File: config.mk
export PLATFORM = sky130hd
export DESIGN_NAME = fetch_stage
export DESIGN_NICKNAME = d
export VERILOG_FILES = /design/src/rtl/fetch_stage.sv
export SDC_FILE = /design/constraint.sdc
export NUM_CORES = 1
export LEC_CHECK = 0
export ABC_AREA = 1
export CORE_UTILIZATION = 50
export CTS_CLUSTER_SIZE = 24
export DETAILED_ROUTE_END_ITERATION = 10
export HOLD_SLACK_MARGIN = 0.05
export PLACE_DENSITY = 0.81
export SLEW_MARGIN = 20
export SYNTH_ARGS = -nofsm -noshare
export SYNTH_HDL_FRONTEND = slang
export SYNTH_SLANG_ARGS = --single-unit
File: constraint.sdc
create_clock -name clk -period 2.6 [get_ports clk]
set_clock_uncertainty 0.15 [all_clocks]
set_input_delay 0.65 -clock clk [delete_from_list [all_inputs] [get_ports clk]]
set_output_delay 0.65 -clock clk [all_outputs]
set_load 0.02 [all_outputs]
File: src/rtl/fetch_stage.sv
// fetch_stage: RV32I instruction fetch with PC, redirect, variable-latency IMem handshake and IF/ID register.
// Optional macro MISALIGN_TRAP_EN: redirect targets with bit 1 set go to TRAP_VEC and pulse TrapF.
module fetch_stage #(
  parameter logic [31:0] RESET_PC  = 32'h0000_0000,
  parameter logic [31:0] TRAP_VEC  = 32'h0000_0010,
  parameter logic [31:0] NOP_INSTR = 32'h0000_0013
) (
  input  logic        clk,
  input  logic        rst_n,
  input  logic [1:0]  PCSrc,
  input  logic [31:0] PCTargetE,
  input  logic [31:0] ALUResultE,
  input  logic        Stall,
  input  logic        FlushD,
  output logic        IMemReq,
  output logic [31:0] IMemAddr,
  input  logic        IMemValid,
  input  logic [31:0] IMemRdata,
  output logic [31:0] InstrD,
  output logic [31:0] PCD,
  output logic [31:0] PCPlus4D,
  output logic        ValidD,
  output logic        TrapF
);
  typedef enum logic [1:0] {BOOT, REQ, HOLD, DRAIN} state_t;
  state_t r_state, w_next;
  logic [31:0] r_pcf, r_buf, r_redir_pc;
  logic [31:0] w_pcf_nxt, w_buf_nxt, w_redir_nxt, w_raw, w_tgt, w_word, w_pcf_p4;
  logic w_redir, w_got, w_load;

  assign w_redir  = PCSrc == 2'b01 || PCSrc == 2'b10;
  assign w_raw    = PCSrc == 2'b01 ? PCTargetE : (ALUResultE & 32'hFFFF_FFFE);
  assign w_pcf_p4 = r_pcf + 32'd4;
`ifdef MISALIGN_TRAP_EN
  assign w_tgt    = w_raw[1] ? TRAP_VEC : w_raw;
`else
  assign w_tgt    = w_raw & 32'hFFFF_FFFC;
`endif
  assign IMemReq  = r_state == REQ || r_state == DRAIN;
  assign IMemAddr = r_pcf;
  assign w_load   = w_got && !FlushD;

  // A word is only ever delivered to IF/ID when no redirect is being taken.
  always_comb begin
    w_next      = r_state;
    w_pcf_nxt   = r_pcf;
    w_buf_nxt   = r_buf;
    w_redir_nxt = r_redir_pc;
    w_got       = 1'b0;
    w_word      = r_buf;
    case (r_state)
      BOOT: w_next = REQ;
      REQ:
        if (w_redir) begin
          if (IMemValid) w_pcf_nxt = w_tgt;
          else begin
            w_redir_nxt = w_tgt;
            w_next      = DRAIN;
          end
        end else if (IMemValid) begin
          if (Stall) begin
            w_buf_nxt = IMemRdata;
            w_next    = HOLD;
          end else begin
            w_got     = 1'b1;
            w_word    = IMemRdata;
            w_pcf_nxt = w_pcf_p4;
          end
        end
      HOLD:
        if (w_redir) begin
          w_pcf_nxt = w_tgt;
          w_next    = REQ;
        end else if (!Stall) begin
          w_got     = 1'b1;
          w_pcf_nxt = w_pcf_p4;
          w_next    = REQ;
        end
      DRAIN: begin
        if (w_redir) w_redir_nxt = w_tgt;
        if (IMemValid) begin
          w_pcf_nxt = w_redir ? w_tgt : r_redir_pc;
          w_next    = REQ;
        end
      end
      default: w_next = BOOT;
    endcase
  end

  always_ff @(posedge clk or negedge rst_n)
    if (!rst_n) begin
      r_state    <= BOOT;
      r_pcf      <= RESET_PC;
      r_buf      <= '0;
      r_redir_pc <= '0;
      InstrD     <= NOP_INSTR;
      PCD        <= '0;
      PCPlus4D   <= '0;
      ValidD     <= 1'b0;
    end else begin
      r_state    <= w_next;
      r_pcf      <= w_pcf_nxt;
      r_buf      <= w_buf_nxt;
      r_redir_pc <= w_redir_nxt;
      if (FlushD || !Stall) begin
        InstrD <= w_load ? w_word : NOP_INSTR;
        ValidD <= w_load;
        if (w_load) begin
          PCD      <= r_pcf;
          PCPlus4D <= w_pcf_p4;
        end
      end
    end

`ifdef MISALIGN_TRAP_EN
  logic r_trap;
  always_ff @(posedge clk or negedge rst_n)
    if (!rst_n) r_trap <= 1'b0;
    else r_trap <= w_redir && r_state != BOOT && w_raw[1];
  assign TrapF = r_trap;
`else
  assign TrapF = 1'b0;
`endif
endmodule
==> results of run 1 <==
==> final cells by class <==
type,instances,share of cell area [%]
timing repair buffer,282,22.6
clock buffer,17,3.27
inverter,98,2.85
sequential,193,37.2
tap,234,2.25
clock inverter,15,1.09
multi-input combinational,797,30.7
==> state kept, by name (all words and copies together) (netlist names) <==
name and count:
r_redir_pc 32, PCPlus4D 30, ValidD 1, r_state 2, InstrD 32, PCD 32, r_buf 32, IMemAddr 32
==> worst min-delay path, cell delays in order, from the launching register on <==
cell	delay [ns]
dfrtp_1	0.34
nand2_1	0.05
nand2_1	0.05
==> stage by stage <==
step / util [%] / instance area, um2 / total power [mW] / TNS, ns
3_3_place_gp: 66.4 / 12400 / 11.5 / -0.478
2_1_floorplan: - / 9550 / 8.66 / 0
6_report: 69.5 / 13000 / 14.3 / 0
4_1_cts: 69.5 / 13000 / 14.3 / 0
3_5_place_dp: 66.4 / 12400 / 11.7 / -5.93
5_1_grt: 69.5 / 13000 / 15.2 / 0
==> cells by family (layout without fill, tap and decap cells) <==
| logic type | after synthesis | in the layout |
|---|---|---|
| mux | 28 | 28 |
| compound gates | 215 | 215 |
| flops | 193 | 193 |
| buf+inv | 161 | 412 |
| simple gates | 534 | 534 |
| other cells | 1 | 1 |
| fa+ha+maj | 6 | 6 |
| xor+xnor | 13 | 13 |
==> power by group through the flow <==
| stage | sequential (mW) | clock [mW] | combinational [mW] |
|---|---|---|---|
| finish | 5.18 | 2.54 | 6.59 |
| floorplan | 5.85 | 0 | 2.80 |
| global route | 5.32 | 2.68 | 7.16 |
| CTS | 5.16 | 2.56 | 6.59 |
| detailed placement | 5.19 | 0 | 6.54 |
| global placement | 5.14 | 0 | 6.38 |
==> worst max path at each step <==
stage	startpoint	endpoint	slack (ns)
detailed placement	PCSrc[1]	InstrD[3]	-0.14
CTS	r_state[0]	IMemReq	0.05
finish	r_state[0]	IMemReq	0.07
floorplan	PCSrc[1]	r_buf[10]	0.38
global placement	PCSrc[1]	IMemAddr[20]	-0.07
global route	r_state[0]	IMemReq	0.02
==> synthesized netlist by cell type, drive strengths merged <==
master,instances
nand2,334
dfrtp,190
o21ai,158
nor2,129
inv,98
nand3,69
buf,44
a21oi,29
mux2,28
clkbuf,19
xor2,13
o2bb2ai,12
a22oi,6
a31oi,6
ha,6
dfstp,3
conb,1
nand4,1
nor4,1
o21a,1
o21bai,1
o221ai,1
o22ai,1
==> layer usage <==
layer	GRT usage [%]	routed length, um	up-vias
met1	37.8	11400	4144
met3	4.44	1530	45
met2	46.1	12900	360
met5	0	0	-
met4	9.31	662	0
li1	-	-	4170
==> what timing repair did <==
| item | in CTS | in global routing |
|---|---|---|
| endpoints found under the setup margin | 1 | 0 |
| hold buffers | 1 | 0 |
| gates resized for setup | 1 | 0 |
| endpoints found under the hold margin | 32 | 0 |
==> results.yml, run 1 <==
timing:
  period_share_pct: 97.2
  final_hold_viol_count: 0
  period_needed_ns: 2.53
  drv_slew: 0
  setup_viol: 0
  fmax_mhz: 396
  finalWorstSetupSlack_ns: 0.0738
  whs_ns: 0.331
  rsz0062_at_grt: "false"
yosys:
  synth_simple_gate_area_share_pct: 24.0
  syn_avg_cell_area_um2: 8.29
  synthAdderAreaFrac_pct: 0.786
  synth_compound_area_share_pct: 12.2
  synth_cell_types: 36
  synth_top_family_by_area: "simple AND/OR/NAND/NOR gates"
  synth-xor-area-share_pct: 1.51
  syn-num-nets: 1260
  synth.area.top_cells: "dfrtp_1 (50%), nand2_1 (13%), o21ai_0 (6.1%)"
  ys_ff_latch: 193
  yosys.area.top_type: "dfrtp_1"
  synth.top_cell.area_share_pct: 49.8
  yosysWarnings: 0
  syn_inst: 1151
  syn-cell-area_um2: 9550
  synthMuxAreaShare_pct: 3.30
  seq_area_frac_synth_pct: 50.6
worst_hold_path:
  hp-class: "flip-flop to flip-flop"
  hold_depth: 2
  min_to: "PCD[12]"
  hold_start: "PCD[12]"
floorplanning:
  ios: 234
  die_x_um: 140
  num_rows: 50
  core_um2: 18700
  start_util_pct: 51.0
  die_y_um: 140
  die_area_um2: 19700
place:
  dpl_worst_slack_ns: -0.138
  gp_congestion: 0.933
  port_buffers: 228
  dp.cells: 1603
  hpwl_um: 19300
route:
  wl_um: 26500
  vias: 8719
  via_per_inst: 5.33
  drc: 0
  drtIter0Drc: 828
  ant_nets: 0
  first_pass_iters: 7
  wl_per_cell_um: 16.2
power:
  swShare_pct: 41.5
  p_int_mw: 8.37
  p_leak_nw: 6.11
  p_sw_mw: 5.93
  ir_worst_vdd_uv: 595
  p_clk_share_pct: 17.7
  seq_power_share_pct: 36.2
  power_frac_comb_pct: 46.1
  powerDensity_nw_per_um2: 1100
finish:
  final_common_cell: "nand2_1"
  fill_cells: 1436
  regArea_um2: 4830
  num_antenna_cells: 0
  multi_input_area_um2: 4000
  drive_above_1_share_pct: 11.6
  mostFrequentLayoutCells: "nand2_1 (320), clkdlybuf4s50_1 (226), dfrtp_1 (190)"
  fin_nets: 1498
  syn2layout_area_growth_pct: 36.2
  fin_cells: 1636
global_routing:
  antenna_found_initial: 0
  grt_first_pass_wirelength_um: 43200
  gr-total-overflow: 0
  track_usage_pct: 28.0
  grt_max_degree: 60
  grt_pass1_vias: 8481
critical_path:
  crit_required_ns: 1.80
  crit_family: "flip-flops"
  criticalPathCategory: "flip-flop to output pin"
  crit_cells: 4
  critPathCaptureType: "output pin"
  crit_path_cell_trace: "ha_1 > nor2_2 > inv_2 > dlygate4sd2_1"
  r2r_slack_ns: 0.55
  cp-start-kind: "flip-flop"
  path_buf_inv: 2
  slowest_stage: "dfrtp_1"
  path_max_fanout: 4
  crit_arrival_ns: 1.73
  max_stage_delay_ns: 0.41
  rr_startpoint: "IMemAddr[2]"
  reg2regPathDepth: 9
  timing.rr.end: "IMemAddr[24]"
clocking:
  worstSkewPairLatency_ns: 0.42
  htree_levels: 4
  post_cts_buffers: 0
  cts_sinks: 193
  cts_tree: "built"
  cts_root_buf: "clkbuf_16"
  max-clock-path-buffers: 2
  cts_buffers: 17
  clk_pin_slew_ns: 0.07
run:
  max_cap_violations: 0
outcome:
  status: "finished, final reports clean"
Power figures use the tool's default switching activity.
==> run 2, diff against run 1 <==
Settings changed: CTS_CLUSTER_DIAMETER set to 80, GPL_TIMING_DRIVEN set to 0, SLEW_MARGIN 20 to 40.
==> run 2 against run 1 <==
Against the previous run:
- worst setup slack gained 0.019 ns
- global-route usage is 1.4 points higher
- non-clock buffer count increased by 16
- sequential share of layout area grew 0.40 points
- clock power rose by 7%
- design area shrank 1.1%
- combinational power down 4.1%
- fmax increased by 0.74%
- total power decreased by 0.27%
- critical path type unchanged
- largest cell class unchanged
- largest power group unchanged
- highest routed layer unchanged
==> results.yml, run 2 (synthesis results as in run 1) <==
global_routing:
  grt_pass1_vias: 8513
  antenna_found_initial: 0
  grt-busiest-layer: "met2"
  use_met2_pct: 46.7
  grt_first_pass_wirelength_um: 45000
  grt_max_degree: 60
  use_met1_pct: 41.2
  gr-total-overflow: 0
  track_usage_pct: 29.4
  gr-usage-met3_pct: 5.16
timing:
  final_hold_viol_count: 0
  tns_ns: 0
  fmax_mhz: 399
  slew_headroom_pct: 59.8
  rsz0062_at_grt: "false"
  period_share_pct: 96.4
  drv_slew: 0
  setup_viol: 0
  period_needed_ns: 2.51
  tightest_slew_ns: 0.603
  finalWorstSetupSlack_ns: 0.0924
clocking:
  cts_sinks: 193
  cts_buffers: 17
  cts_root_buf: "clkbuf_16"
  worstSkewPairLatency_ns: 0.44
  cts_tree: "built"
  clk_pin_slew_ns: 0.08
  max-clock-path-buffers: 2
  htree_levels: 4
place:
  port_buffers: 227
  hpwl_um: 21400
  dpl_worst_slack_ns: -0.372
  gp_congestion: 0.889
finish:
  mostFrequentLayoutCells: "nand2_1 (320), clkdlybuf4s50_1 (225), dfrtp_1 (190)"
  drive_above_1_share_pct: 11.3
  syn2layout_area_growth_pct: 34.7
  fin_nets: 1514
  num_antenna_cells: 0
  final_common_cell: "nand2_1"
critical_path:
  crit_path_cell_trace: "clkdlybuf4s50_1"
  criticalPathCategory: "flip-flop to output pin"
  crit_arrival_ns: 1.71
  crit_required_ns: 1.80
  path_max_fanout: 8
  path_buf_inv: 1
  cp-start-kind: "flip-flop"
  crit_family: "buffers and inverters"
  max_stage_delay_ns: 0.72
  slowest_stage: "clkdlybuf4s50_1"
  r2r_slack_ns: 0.42
  critPathCaptureType: "output pin"
floorplanning:
  core_um2: 18700
  start_util_pct: 51.0
  num_rows: 50
  die_y_um: 140
  die_x_um: 140
  die_area_um2: 19700
  ios: 234
route:
  via_per_inst: 5.41
  wl_um: 27800
  vias: 8937
  drc: 0
  ant_nets: 0
  drtIter0Drc: 1000
  first_pass_iters: 5
  wl_per_cell_um: 16.8
power:
  ir_worst_vdd_uv: 639
  powerDensity_nw_per_um2: 1110
  p_leak_nw: 6.07
run:
  max_cap_violations: 0
outcome:
  status: "finished, final reports clean"
worst_hold_path:
  hp-class: "flip-flop to flip-flop"
run 2: where the power goes:
part	leakage [nW]	total (mW)	internal (mW)	switching, mW
Clock	0.298	2.72	1.39	1.32
Combinational	3.35	6.32	2.64	3.68
Sequential	2.41	5.23	4.21	1.02
Total	6.07	14.3	8.25	6.02
run 2: cell type report:
class | count | area, um2
buffer | 62 | 343
clock buffer | 17 | 425
clock inverter | 15 | 191
fill | 1475 | 5840
inverter | 98 | 370
multi-input combinational | 797 | 4010
sequential | 193 | 4830
tap | 234 | 293
timing repair buffer | 236 | 2400
run 2: final timing paths:
path	from	end	cells after the start
min in group asynchronous	rst_n	PCPlus4D[24]	2
setup reg to reg	r_state[1]	InstrD[30]	8
setup / recovery	IMemAddr[2]	IMemAddr[2]	1
hold / removal	r_redir_pc[1]	r_redir_pc[1]	2
max in group asynchronous	rst_n	r_buf[2]	4
hold reg to reg	r_redir_pc[1]	r_redir_pc[1]	2
run 2: through the flow:
| stage | utilization (%) | hold WS, ns | instance area, um2 | cells | total power [mW] |
|---|---|---|---|---|---|
| after global routing | 68.8 | 0.347 | 12900 | 1652 | 15.1 |
| after global placement | 64.7 | 0.303 | 12100 | 1612 | 11.3 |
| after floorplan | - | 0.204 | 9550 | 1151 | 8.66 |
| after CTS | 68.5 | 0.323 | 12800 | 1648 | 14.2 |
| after detailed placement | 65.2 | 0.303 | 12200 | 1615 | 11.5 |
| final | 68.8 | 0.321 | 12900 | 1652 | 14.3 |
run 2: repair_timing:
action	CTS	global route
resized for setup	1	3
hold buffers	1	0
endpoints found under the setup margin	1	21
hold endpoints to repair	37	0
pin swaps	0	1
setup buffers	0	5
run 2: per-layer routing:
layer	wire (um)	share of wire (%)
met4	654	2.4
met1	12000	43
met5	0	0
met2	13200	47
met3	1940	7.0
